**config.mk**
```make
export PLATFORM = sky130hd
export DESIGN_NAME = step_ctrl
export DESIGN_NICKNAME = d
export VERILOG_FILES = /design/src/rtl/proc_pkg.sv /design/src/rtl/key_debounce.sv /design/src/rtl/step_ctrl.sv
export SDC_FILE = /design/constraint.sdc
export NUM_CORES = 1
export LEC_CHECK = 0
export ABC_CLOCK_PERIOD_IN_PS = 5700
export CAP_MARGIN = 5
export CELL_PAD_IN_SITES_DETAIL_PLACEMENT = 0
export CELL_PAD_IN_SITES_GLOBAL_PLACEMENT = 1
export CORE_AREA = 8 8 105 107
export DETAILED_ROUTE_END_ITERATION = 8
export DIE_AREA = 0 0 113 115
export PLACE_DENSITY_LB_ADDON = 0.1
export SLEW_MARGIN = 20
export SYNTH_ARGS = -nofsm -noshare
export SYNTH_HDL_FRONTEND = slang
export SYNTH_SLANG_ARGS = --single-unit
```
**constraint.sdc**
```tcl
create_clock -name Clk -period 5.7 [get_ports Clk]
set_input_delay 0.57 -clock Clk [delete_from_list [all_inputs] [get_ports Clk]]
set_output_delay 0.57 -clock Clk [all_outputs]
set_load 0.01 [all_outputs]
```
**src/rtl/proc_pkg.sv**
```systemverilog
// Shared definitions for the processor front-panel blocks.
// Holds the step-control FSM state type and the board-level default
// constants (50 MHz clock, 1 ms debounce, 4 Hz auto-run rate).
package proc_pkg;

  localparam int unsigned CLK_HZ              = 50_000_000;
  localparam int unsigned DEBOUNCE_CYCLES_DEF = CLK_HZ / 1000;
  localparam int unsigned RUN_PERIOD_DEF      = CLK_HZ / 4;
  localparam int unsigned CNT_W_DEF           = 16;

  typedef enum logic [1:0] {
    MANUAL = 2'd0,
    RUN    = 2'd1,
    PAUSED = 2'd2
  } step_state_t;

  // Counter width able to hold 0..n-1, never narrower than one bit.
  function automatic int unsigned cnt_width(input int unsigned n);
    return (n <= 32'd2) ? 32'd1 : $clog2(n);
  endfunction

endpackage

```
**src/rtl/key_debounce.sv**
```systemverilog
// Synchroniser, debouncer and press-event generator for one raw
// active-low push key.
// Ports:
//   clk       - system clock
//   rst_n     - asynchronous active-low reset
//   key_n     - raw key, 0 = pressed, asynchronous to clk
//   pressed   - debounced key level, 1 = held
//   press_evt - one-cycle pulse, one cycle after pressed rises
module key_debounce
  import proc_pkg::*;
#(
  parameter int unsigned DEBOUNCE_CYCLES = DEBOUNCE_CYCLES_DEF
) (
  input  logic clk,
  input  logic rst_n,
  input  logic key_n,
  output logic pressed,
  output logic press_evt
);

  localparam int unsigned DB_W = cnt_width(DEBOUNCE_CYCLES);
  localparam logic [DB_W-1:0] DB_LAST = DB_W'(DEBOUNCE_CYCLES - 32'd1);

  logic            sync1_q, sync2_q;
  logic [DB_W-1:0] db_cnt_q, db_cnt_d;
  logic            pressed_q, pressed_d;
  logic            pressed_dly_q;
  logic            evt_q, evt_d;
  logic            key_lvl;

  // Synchroniser, debounce state and event register; sync flops idle released.
  always_ff @(posedge clk or negedge rst_n) begin
    if (!rst_n) begin
      sync1_q       <= 1'b1;
      sync2_q       <= 1'b1;
      db_cnt_q      <= {DB_W{1'b0}};
      pressed_q     <= 1'b0;
      pressed_dly_q <= 1'b0;
      evt_q         <= 1'b0;
    end else begin
      sync1_q       <= key_n;
      sync2_q       <= sync1_q;
      db_cnt_q      <= db_cnt_d;
      pressed_q     <= pressed_d;
      pressed_dly_q <= pressed_q;
      evt_q         <= evt_d;
    end
  end

  // Count consecutive cycles the synced level disagrees with the accepted
  // level; accept the change only after an unbroken run.
  always_comb begin
    key_lvl   = ~sync2_q;
    db_cnt_d  = db_cnt_q;
    pressed_d = pressed_q;
    if (key_lvl != pressed_q) begin
      if (db_cnt_q == DB_LAST) begin
        pressed_d = ~pressed_q;
        db_cnt_d  = {DB_W{1'b0}};
      end else begin
        db_cnt_d  = db_cnt_q + DB_W'(1);
      end
    end else begin
      db_cnt_d = {DB_W{1'b0}};
    end
    // Rising edge of the accepted level only; release gives no event.
    evt_d = pressed_q & ~pressed_dly_q;
  end

  assign pressed   = pressed_q;
  assign press_evt = evt_q;

endmodule

```
**src/rtl/step_ctrl.sv**
```systemverilog
// Step-control stage feeding the processor's single-cycle step enable.
// Manual mode: one Step per debounced key press. Run mode: Step every
// RUN_PERIOD cycles, the key toggles pause. Counts issued steps.
// Ports:
//   Clk       - system clock
//   Reset     - asynchronous active-low reset
//   KeyIn     - raw active-low step key
//   RunMode   - 0 manual, 1 auto run (switch, synchronised here)
//   Halt      - synchronous, masks all Step pulses
//   Step      - registered one-cycle step pulse
//   Pressed   - debounced key level
//   Paused    - 1 while auto run is paused
//   StepCount - Step pulses since reset, wraps
module step_ctrl
  import proc_pkg::*;
#(
  parameter int unsigned DEBOUNCE_CYCLES = DEBOUNCE_CYCLES_DEF,
  parameter int unsigned RUN_PERIOD      = RUN_PERIOD_DEF,
  parameter int unsigned CNT_W           = CNT_W_DEF
) (
  input  logic             Clk,
  input  logic             Reset,
  input  logic             KeyIn,
  input  logic             RunMode,
  input  logic             Halt,
  output logic             Step,
  output logic             Pressed,
  output logic             Paused,
  output logic [CNT_W-1:0] StepCount
);

  localparam int unsigned PER_W = cnt_width(RUN_PERIOD);
  localparam logic [PER_W-1:0] PER_LAST = PER_W'(RUN_PERIOD - 32'd1);

  logic             press_evt;
  logic             run_s1_q, run_s2_q;
  step_state_t      state_q, state_d;
  logic [PER_W-1:0] per_cnt_q, per_cnt_d;
  logic             step_q, step_d;
  logic             paused_q, paused_d;
  logic [CNT_W-1:0] count_q, count_d;
  logic             step_req;

  key_debounce #(
    .DEBOUNCE_CYCLES(DEBOUNCE_CYCLES)
  ) u_key (
    .clk      (Clk),
    .rst_n    (Reset),
    .key_n    (KeyIn),
    .pressed  (Pressed),
    .press_evt(press_evt)
  );

  // RunMode synchroniser, FSM state, period counter and registered outputs.
  always_ff @(posedge Clk or negedge Reset) begin
    if (!Reset) begin
      run_s1_q  <= 1'b0;
      run_s2_q  <= 1'b0;
      state_q   <= MANUAL;
      per_cnt_q <= {PER_W{1'b0}};
      step_q    <= 1'b0;
      paused_q  <= 1'b0;
      count_q   <= {CNT_W{1'b0}};
    end else begin
      run_s1_q  <= RunMode;
      run_s2_q  <= run_s1_q;
      state_q   <= state_d;
      per_cnt_q <= per_cnt_d;
      step_q    <= step_d;
      paused_q  <= paused_d;
      count_q   <= count_d;
    end
  end

  // Next-state and step request. A mode change outranks a press, and a
  // press in RUN outranks a period wrap; the outranked event is dropped.
  always_comb begin
    state_d   = state_q;
    per_cnt_d = per_cnt_q;
    step_req  = 1'b0;
    case (state_q)
      MANUAL: begin
        if (run_s2_q) begin
          state_d   = RUN;
          per_cnt_d = {PER_W{1'b0}};
        end else begin
          step_req = press_evt;
        end
      end
      RUN: begin
        if (!run_s2_q) begin
          state_d = MANUAL;
        end else if (press_evt) begin
          state_d = PAUSED;
        end else if (per_cnt_q == PER_LAST) begin
          per_cnt_d = {PER_W{1'b0}};
          step_req  = 1'b1;
        end else begin
          per_cnt_d = per_cnt_q + PER_W'(1);
        end
      end
      PAUSED: begin
        if (!run_s2_q) begin
          state_d = MANUAL;
        end else if (press_evt) begin
          state_d   = RUN;
          per_cnt_d = {PER_W{1'b0}};
        end else begin
          state_d = PAUSED;
        end
      end
      default: begin
        state_d   = MANUAL;
        per_cnt_d = {PER_W{1'b0}};
      end
    endcase
    // Halt drops the request outright: masked steps are never replayed.
    step_d   = step_req & ~Halt;
    count_d  = count_q + {{(CNT_W-1){1'b0}}, step_d};
    paused_d = (state_d == PAUSED);
  end

  assign Step      = step_q;
  assign Paused    = paused_q;
  assign StepCount = count_q;

endmodule

```
==> flow_summary.toml <==
[worst_setup_path]
critPathLaunchType = "flop"
worstPathMaxFanout = 5
crit_path_end_kind = "flop"
crit_arrival_ps = 3020
crit_required_ps = 5940
path_class = "flop to flop"

[timing]
fin_crit_ps = 2780
setup-tns-final_ps = 0
max_slew_margin_pct = 32.7
worst_pin_slew_ps = 1010
final.period_utilization_pct = 48.8
rsz0062_at_grt = "no"
finalHoldViolCount = 0
clock_skew_ps = 10.3
report.final.slew_viol_count = 0
fmax_ghz = 0.360
setup-violations-final = 0

[cts]
cts_hold_buf = 0
clock_latency_ps = 350
clk_path_buf_depth = 2
ctsResizeCount = 0
tritoncts = "built"
clock_sinks = 67
clock-root-buffer = "clkbuf_8"
clkTransAtPathRegs_ps = 90
htreeDepth = 3
cts_setup_buffers = 0
cts_made_buffers = 9

[synthesis]
ys.warnings.count = 0
synth_edf_count = 0
avgSynthCellArea_um2 = 10.4
async_reset_ff_share_pct = 100
seq_area_frac_synth_pct = 52.5
synth.distinct_cells = 49
synth_area_mm2 = 0.00320
ys_ff_latch = 67
synth_nets = 315
syn_inst = 306
synth_ff_type = "dfrtp_1"

[routing]
wl_per_cell_um = 15.1
first_pass_iters = 4
vias = 2306
ant_nets = 0
drt-initial-drc-count = 46
totalWireLength_um = 6820
drc = 0
viasPerCell = 5.11

[floorplanning]
fp.dieH_um = 115
ios = 24
die_area_mm2 = 0.0130
start_util_pct = 33.8
fp.dieW_um = 113
coreArea_mm2 = 0.00946
rows = 36

[finish]
design_area_mm2 = 0.00371
final_util_pct = 39.2
drive_gt1_share_pct = 9.50
fin_nets = 341
antennaDiodeCount = 0
syn2layout_area_growth_pct = 16.0

[grt]
grt_pass1_vias = 2322
grt_antenna_before_repair = 0
grt_max_degree = 68
grt_pass1_wl_um = 11500
overflow = 0
grt_use_total_pct = 11.1

[outcome]
status = "finished, final reports clean"

[flow_run]
cap_viol_max_count = 0

[place]
port_buffers = 23
gp_congestion = 0.743
dp_hpwl_um = 4620
post_dp_cell_area_mm2 = 0.00352

[hold_path]
worstHoldPathType = "flop to flop"

[pwr]
leakagePower_nw = 1.53
p_per_area_mw_per_mm2 = 241
ir_worst_vdd_uv = 131
==> final cells by class <==
cell class / count / area (um2)
clock buffer: 9 / 124
timing repair buffer: 24 / 233
multi-input combinational: 227 / 1460
tap: 114 / 143
sequential: 67 / 1680
fill: 963 / 5750
clock inverter: 7 / 58.8
inverter: 3 / 11.3
==> routing by layer <==
layer | vias up | part of all wire (%) | global-route usage, %
met5 | - | 0 | 0
met4 | 0 | 1.5 | 4.17
met3 | 7 | 2.8 | 3.31
met2 | 19 | 47 | 18.1
met1 | 1137 | 48 | 13.7
li1 | 1143 | - | -
==> cell usage after synthesis (3+ instances only) <==
library cell / n / share of area (%)
nand2_1: 27 / 3.2
and4_1: 5 / 1.4
a21oi_1: 9 / 1.4
buf_2: 4 / 0.63
ha_1: 4 / 1.6
dfrtp_1: 65 / 51
nand3_1: 21 / 3.3
o21ai_1: 3 / 0.47
xnor2_1: 28 / 7.7
nor2b_1: 4 / 0.78
a22o_1: 4 / 1.1
nor4_1: 4 / 0.78
o21ai_0: 8 / 1.3
nor3_1: 14 / 2.2
inv_1: 3 / 0.35
and3_1: 10 / 2.0
xor2_1: 10 / 2.7
nand4_1: 15 / 2.9
nor2_1: 32 / 3.8
==> critical path, stage by stage, from the launching register on <==
cell and delay, ps:
dfrtp_1 400, ha_1 250, nand4_1 150, or2_2 360
nor4_1 200, a21oi_1 70, nor3_1 200, ha_1 230
ha_1 250, and3_1 290, nand4_1 140, xnor2_1 140
==> cell families (layout without fill, tap and decap cells) <==
family | Yosys count | after routing | synth area share [%]
AO/OA/AOI/OAI | 35 | 35 | 7.75
XOR/XNOR | 38 | 38 | 10.4
adder cells (fa/ha/maj) | 4 | 4 | 1.57
buffers and inverters | 12 | 43 | 1.84
flip-flops | 67 | 67 | 52.5
AND/OR/NAND/NOR | 150 | 150 | 25.9
==> metrics by stage <==
step	cells	worst slack, ps	total power [mW]	hold WS [ps]
CTS	451	2890	0.912	357
floorplan	306	3260	0.518	274
detailed placement	435	2900	0.538	336
global route	451	2630	0.936	364
global placement	435	2980	0.538	334
finish	451	2920	0.895	354
==> where the power goes <==
part	leakage, nW	internal (mW)	switching, mW	total (mW)
sequential	0.915	0.482	0.00719	0.490
clock	0.0868	0.164	0.204	0.368
combinational	0.529	0.0111	0.0263	0.0373
total	1.53	0.657	0.237	0.895
==> flip-flops by register name, summed over array words and instances (netlist names) <==
name                 flops
run_s2_q                 1
state_q                  2
per_cnt_q               24
u_key.sync1_q            1
Paused                   1
Step                     1
u_key.pressed_dly_q      1
u_key.db_cnt_q          16
run_s1_q                 1
StepCount               16
u_key.pressed            1
u_key.sync2_q            1
u_key.press_evt          1
==> final timing paths <==
path | startpoint | endpoint | slack [ps] | cells past startpoint
hold reg to reg | run_s1_q$_DFF_PN0_ | run_s2_q$_DFF_PN0_ | 350 | 0
hold / removal | run_s1_q$_DFF_PN0_ | run_s2_q$_DFF_PN0_ | 350 | 0
setup / recovery | per_cnt_q[0]$_DFFE_PN0P_ | StepCount[10]$_DFF_PN0_ | 2920 | 11
setup reg to reg | per_cnt_q[0]$_DFFE_PN0P_ | StepCount[10]$_DFF_PN0_ | 2920 | 11
max in group asynchronous | Reset | per_cnt_q[23]$_DFFE_PN0P_ | 4700 | 2
min in group asynchronous | Reset | StepCount[6]$_DFF_PN0_ | 410 | 2
==> cell usage in the layout, fill, tap and decap left out, types with 10 or more instances in the layout <==
| master | count |
|---|---|
| nand2_1 | 27 |
| and3_1 | 10 |
| nor2_1 | 32 |
| xnor2_1 | 28 |
| dfrtp_1 | 65 |
| nand4_1 | 15 |
| nand3_1 | 21 |
| xor2_1 | 10 |
| nor3_1 | 14 |
| clkdlybuf4s50_1 | 22 |
(Power assumes the default switching activity.)
